===== config.mk =====
export PLATFORM = sky130hd
export DESIGN_NAME = tdm_demux8
export DESIGN_NICKNAME = d
export VERILOG_FILES = /design/src/rtl/tdm_pkg.sv /design/src/rtl/sat_counter.sv /design/src/rtl/tdm_demux8.sv
export SDC_FILE = /design/constraint.sdc
export NUM_CORES = 1
export LEC_CHECK = 0
export BUFFER_PORTS_ARGS = -buffer_cell sky130_fd_sc_hd__buf_2
export CAP_MARGIN = 20
export CORE_MARGIN = 3
export CORE_UTILIZATION = 35
export DETAILED_ROUTE_END_ITERATION = 8
export PLACE_DENSITY = 0.63
export SETUP_SLACK_MARGIN = 0.05
export SLEW_MARGIN = 20
export SYNTH_ARGS = -nofsm -noshare
export SYNTH_HDL_FRONTEND = slang
export SYNTH_HIERARCHICAL = 1
export SYNTH_SLANG_ARGS = --single-unit

===== constraint.sdc =====
create_clock -name clk -period 2.75 [get_ports clk]
set_clock_uncertainty 0.1 [all_clocks]
set_input_delay 0.1375 -clock clk [delete_from_list [all_inputs] [get_ports clk]]
set_output_delay 0.1375 -clock clk [all_outputs]
set_load 0.02 [all_outputs]

===== src/rtl/tdm_pkg.sv =====
// Shared constants and types for the 8-lane TDM framer/deframer pair.
package tdm_pkg;

  localparam int unsigned NUM_SLOTS = 8;
  localparam int unsigned SLOT_W    = 3;

  // Lane index helpers
  localparam int unsigned      LAST_LANE  = NUM_SLOTS - 1;
  localparam logic [SLOT_W-1:0] FIRST_SLOT = SLOT_W'(0);
  localparam logic [SLOT_W-1:0] LAST_SLOT  = SLOT_W'(NUM_SLOTS - 1);

  typedef enum logic [0:0] {
    IDLE,
    RECV
  } tdm_state_t;

endpackage


===== src/rtl/sat_counter.sv =====
// Saturating up-counter with synchronous reset and clear.
module sat_counter #(
  parameter int unsigned CNT_W = 8
) (
  input  logic             clk,
  input  logic             rst,
  input  logic             clear,
  input  logic             inc,
  output logic [CNT_W-1:0] count
);

  logic [CNT_W-1:0] count_q;

  always_ff @(posedge clk) begin
    if (rst || clear) begin
      count_q <= '0;
    end else if (inc && (count_q != {CNT_W{1'b1}})) begin
      count_q <= count_q + CNT_W'(1);
    end
  end

  assign count = count_q;

endmodule


===== src/rtl/tdm_demux8.sv =====
// TDM receive deframer: collects slots 0..7 into a shadow buffer and
// publishes them to eight parallel lanes only when a full frame has arrived.
module tdm_demux8
  import tdm_pkg::*;
#(
  parameter int unsigned WIDTH = 1,
  parameter int unsigned CNT_W = 8
) (
  input  logic                       clk,
  input  logic                       rst,
  input  logic [WIDTH-1:0]           din,
  input  logic                       din_valid,
  input  logic                       frame_start,
  output logic [NUM_SLOTS*WIDTH-1:0] y,
  output logic                       frame_valid,
  output logic                       sync_err,
  output logic [CNT_W-1:0]           err_cnt
);

  tdm_state_t                          state_q, state_d;
  logic [SLOT_W-1:0]                   slot_q, slot_d;
  logic [NUM_SLOTS-1:0][WIDTH-1:0]     shadow_q;
  logic [NUM_SLOTS*WIDTH-1:0]          y_q;
  logic                                frame_valid_q;
  logic                                sync_err_q;

  logic                                wr_en;
  logic [SLOT_W-1:0]                   wr_idx;
  logic                                done;
  logic                                resync;
  logic [NUM_SLOTS*WIDTH-1:0]          frame_word;

  always_comb begin
    state_d = state_q;
    slot_d  = slot_q;
    wr_en   = 1'b0;
    wr_idx  = slot_q;
    done    = 1'b0;
    resync  = 1'b0;
    if (din_valid) begin
      unique case (state_q)
        IDLE: begin
          // Samples before the first frame marker are discarded silently
          if (frame_start) begin
            wr_en   = 1'b1;
            wr_idx  = FIRST_SLOT;
            slot_d  = FIRST_SLOT + SLOT_W'(1);
            state_d = RECV;
          end
        end
        RECV: begin
          wr_en = 1'b1;
          if (frame_start) begin
            resync = 1'b1;
            wr_idx = FIRST_SLOT;
            slot_d = FIRST_SLOT + SLOT_W'(1);
          end else if (slot_q == LAST_SLOT) begin
            done    = 1'b1;
            slot_d  = FIRST_SLOT;
            state_d = IDLE;
          end else begin
            slot_d = slot_q + SLOT_W'(1);
          end
        end
        default: state_d = IDLE;
      endcase
    end
  end

  // The last lane bypasses the shadow so y can load on the slot-7 edge.
  assign frame_word = {din, shadow_q[LAST_LANE-1:0]};

  always_ff @(posedge clk) begin
    if (rst) begin
      state_q       <= IDLE;
      slot_q        <= FIRST_SLOT;
      shadow_q      <= '0;
      y_q           <= '0;
      frame_valid_q <= 1'b0;
      sync_err_q    <= 1'b0;
    end else begin
      state_q       <= state_d;
      slot_q        <= slot_d;
      frame_valid_q <= done;
      sync_err_q    <= resync;
      if (wr_en) begin
        shadow_q[wr_idx] <= din;
      end
      if (done) begin
        y_q <= frame_word;
      end
    end
  end

  sat_counter #(
    .CNT_W(CNT_W)
  ) u_err_cnt (
    .clk  (clk),
    .rst  (rst),
    .clear(1'b0),
    .inc  (resync),
    .count(err_cnt)
  );

  assign y           = y_q;
  assign frame_valid = frame_valid_q;
  assign sync_err    = sync_err_q;

endmodule


Word-level counts from Yosys, hierarchy flattened
Index checks and enable logic that the tools add are counted.
{"block": "classes", "addsub": 2, "magnitude_cmp": 2, "n_eq_ne": 3, "muxes": 21, "bitwise_logic": 1, "reduce_logical": 3}
{"op": "3-bit 2-to-1 mux", "count": 5}
{"op": "1-bit 2-to-1 mux", "count": 11}
{"op": "8-bit by 1-bit adder with 8-bit output (second input constant)", "count": 1}
{"op": "8-bit bitwise mux", "count": 1}
{"op": "8-bit inequality test (second input constant)", "count": 1}
{"op": "3-bit one-hot mux with 2 select lines", "count": 1}
{"op": "3-bit by 4-bit less-than comparator with 1-bit output (second input constant)", "count": 1}
{"op": "1-bit one-hot mux with 2 select lines", "count": 2}
{"op": "3-bit by 1-bit adder with 3-bit output (second input constant)", "count": 1}
{"op": "1-bit demux with 3-bit select", "count": 1}
{"op": "3-bit equality test (second input constant)", "count": 1}
{"op": "3-bit by 1-bit >= comparator with 1-bit output (second input constant)", "count": 1}
{"op": "1-bit logical AND", "count": 2}
{"op": "2-bit inequality test (second input constant)", "count": 1}
{"op": "2-bit AND reduction", "count": 1}
{"op": "1-bit NOT", "count": 1}
{"block": "totals", "regBits": 30, "inputBits": 5}

Logic depth before layout (Yosys ltp)
{"block": "logic_depth", "depth_word": 7, "depth_mapped": 6, "mapped_depth_nobuf": 5}

Modules after synthesis
The synthesis kept the hierarchy.
{"mod": "tdm_demux8", "instances": 1, "cells_per_inst": 103, "area_per_inst_um2": 945.9, "seq_area_each_um2": 420.4}
{"mod": "sat_counter", "instances": 1, "cells_per_inst": 48, "area_per_inst_um2": 421.7, "seq_area_each_um2": 160.2}

Worst setup path before layout
Ideal clock, no wire load.
{"block": "synth_path", "kind": "register -> register", "from": "register u_err_cnt.count_q[0], in the netlist u_err_cnt/count[0]", "to": "register u_err_cnt.count_q[6], in the netlist u_err_cnt/count[6]", "setup_ns": 0.115, "arrival_ns": 1.386, "required_time_ns": 2.535, "slack_ns": 1.148, "path_stages_with_launch": 5, "n_path_buf": 0, "period_less_slack_ns": 1.602, "cell_sequence": "dfxtp_1 > ha_1 > nand3_1 > or4_1 > and3_1"}
{"block": "synth_between", "elab_chain_cells": 2}
{"element": "start: declaration", "line": "sat_counter.sv:12", "source": "logic [CNT_W-1:0] count_q;"}
{"element": "start signal: assignment", "line": "sat_counter.sv:18", "source": "count_q <= count_q + CNT_W'(1);"}
{"element": "parallel branches: the longest is 2 deep, another holds 8-bit by 1-bit adder with 8-bit output"}
Parallel ways; which one is timed is not known.
A chain may end at the register's enable or synchronous reset.

Worst setup path after layout
{"block": "layout_path", "from": "register state_q", "to": "register u_err_cnt.count_q[3], in the netlist u_err_cnt/count[3]"}
{"block": "layout_between", "elab_chain_cells": 3}
{"element": "start: declaration", "line": "tdm_demux8.sv:20", "source": "tdm_state_t state_q, state_d;"}
{"element": "start signal: assignment", "line": "tdm_demux8.sv:82", "source": "state_q <= state_d;"}
{"element": "1-bit 2-to-1 mux", "line": "tdm_demux8.sv:41", "source": "unique case (state_q)"}
{"element": "1-bit 2-to-1 mux", "line": "tdm_demux8.sv:40", "source": "if (din_valid) begin"}
{"element": "net resync", "line": "tdm_demux8.sv:30", "source": "logic resync;"}
{"element": "1-bit logical AND", "line": "sat_counter.sv:17", "source": "end else if (inc && (count_q != {CNT_W{1'b1}})) begin"}
The timed path passes the listed nets, and every way through them passes these cells.

==> run metrics <==
outcome finished, final reports clean; global-route wire length before repair ~4700 um; Clock Latency Late Sink between 200 and 300 ps; die width 68.51 um; Pint approximately 730 uW; Syn Inst Count ~150; cells along the critical path nand2_1 > nor2_1 > and4_1 > a21boi_0 > mux2i_1; number of flops mapped to enable cells by yosys 0; P per Cell Area ~570 nW/um2; Arrival @ worst endpoint roughly 2000 ps; Switching Fraction roughly 20%; Power, Total approximately 900 uW; largest net degree at the start of global routing 28; Clock Power Share 49.3%; DP Wirelength 1932 um; detailed-route DRC error count 0; max-slew violations 0; Avg Cell Area, Syn 9.057 um2; DR iter-0 viols 35; DRT Pass-1 Iters 4; CP endpoint kind flop; drt via density roughly 5.0; TritonCTS buffer count 5; antenna cells 0; WP buf/inv 0; post-route minimum period about 1800 ps; GRT Total Usage 13.65%; CP max stage delay 500 ps; input/output buffers 22; crit-path max FO 9; achievable frequency about 540 MHz; Die ar. around 4700 um2; Initial Utilization roughly 37%; Worst Hold Slack roughly 30 ps; Gate power share under 10%; Routed WL per cell between 10 and 15 um; Most used DFF post-synth dfxtp_1; routability congestion estimate 0.8640; post-cts sizing count 0; Seq/Total Area, Yosys between 40 and 50%; Reg power frac roughly 47%; post-synthesis async set-or-reset flop share 0%; CTS H-tree lvls 2; fillers approximately 380; CP max stage cell dfxtp_1; final count of negative-setup-slack endpoints 0; WP depth 5; Synth Cell Area ~1400 um2; Core Util, Final a little over two fifths; Net Switching between 150 and 200 uW; Placed Instances roughly 220; commonest non-fill, non-tap cell in the layout dfxtp_1; hold path depth 3; Top-Level Pins 23; Yosys cell types 39; number of warnings issued by yosys 6; Worst VDD drop roughly 0.24 mV; Final Hold Vio Count 0; Final ANT Viol Nets 0; #FFs+latches synth 29; worst hold path type primary input to flop; Final period util 67.25%; CTS clock-pin slew for the worst setup and hold paths ~60 ps; via count 1133; Worst Setup Start Kind flop; Crit path required time between 2000 and 3000 ps; Core Area about 3700 um2; clk buf depth 2; unrepaired setup endpoints after global routing no; max cap viols 0; CTS tree done; Final nets around 190; WL final 2755 um; num rows 22; total grt overflow 0; CP delay by family, top simple AND/OR/NAND/NOR gates; Non-Filler Instances ~230; setup TNS 0 ps; layout cells sized above 1 20.79%; chip height slightly below 70 um; Post CTS Setup Buffer Count 0; leakage power approximately 0.00072 uW; Setup CP Type flop to flop; antenna violations before repair 0; r2r worst-path depth 5; vias in the first global route between 1000 and 1500; cts-stage hold buffer count 0; clk sinks 29; area growth from synthesis to layout 18.30%; root buffer cell clkbuf_8; most frequent cells in the layout dfxtp_1, nand2_1, buf_2
-- tightest hold or removal path: cells and delay by family --
kind                   cells  cell delay (ps)
AND/OR/NAND/NOR            1               50
AO/OA/AOI/OAI              1               50
buffers and inverters      1              110
-- cell type report --
class	count	area [um2]	share of cell area, %
Inverter	3	11.26	0.6961
Clock inverter	1	30.03	1.856
Tap cell	48	60.06	3.712
Timing Repair Buffer	22	110.1	6.806
Sequential cell	29	580.6	35.89
Multi-Input combinational cell	116	739.5	45.71
Clock buffer	7	86.33	5.336
-- per-stage QoR --
| step | cell area [um2] | setup slack [ps] |
|---|---|---|
| 2_1_floorplan | 1383 | 1148 |
| 3_3_place_gp | 1501 | 1001 |
| 3_5_place_dp | 1501 | 919.6 |
| 4_1_cts | 1618 | 915.9 |
| 5_1_grt | 1618 | 684.7 |
| 6_report | 1618 | 900.7 |
-- power by group through the flow --
stage	Clock (uW)	Combinational, uW	Sequential, uW
after floorplan	0	32.8	436
after global placement	0	36.8	438
after detailed placement	0	38.0	438
after CTS	466	38.0	429
after global routing	491	43.0	429
final	454	38.2	429
-- cell usage after synthesis (all sizes together) (2+ instances only) --
| cell type | count | area [um2] |
|---|---|---|
| a21boi | 4 | 37.53 |
| a21oi | 15 | 75.07 |
| a22oi | 2 | 15.01 |
| and3 | 3 | 18.77 |
| and3b | 3 | 26.28 |
| and4 | 2 | 18.77 |
| and4b | 2 | 23.77 |
| buf | 6 | 47.54 |
| dfxtp | 29 | 580.6 |
| ha | 3 | 37.54 |
| inv | 3 | 11.26 |
| mux2i | 10 | 100.1 |
| nand2 | 28 | 105.1 |
| nand2b | 7 | 43.79 |
| nand3 | 4 | 20.02 |
| nand4 | 3 | 18.77 |
| nor2 | 5 | 18.77 |
| o2111ai | 3 | 26.28 |
| o21ai | 3 | 15.01 |
| or3 | 3 | 20.02 |
-- per-layer routing --
metal / GRT usage (%) / wire (um) / vias up
met5: 0 / 0 / -
met1: 15.72 / 1248 / 526
met4: 5.211 / 19 / 0
met2: 22.29 / 1361 / 24
li1: - / - / 581
met3: 5.835 / 126 / 2
-- state kept, by name, indices dropped and copies added (netlist names) --
name / count
frame_valid: 1
frame_word: 7
slot_q: 3
state_q: 1
sync_err: 1
u_err_cnt/count: 8
y: 8
-- cell families after synthesis --
logic type | count (synthesis) | share of synthesized area, %
AND/OR/NAND/NOR | 68 | 28.36
AO/OA/AOI/OAI | 30 | 14.27
flip-flops | 29 | 42.45
buffers and inverters | 10 | 4.574
multiplexers | 10 | 7.320
adder cells (fa/ha/maj) | 3 | 2.745
other | 1 | 0.2742
-- path summary, 6_finish.rpt --
kind	from	to	slack, ps
worst max-delay path	state_q	u_err_cnt/count[3]	900
worst min-delay path	din	y[7]	30
worst max register to register	state_q	u_err_cnt/count[3]	900
worst min register to register	y[1]	y[1]	350
No activity file was read; power rests on OpenSTA's default activity.
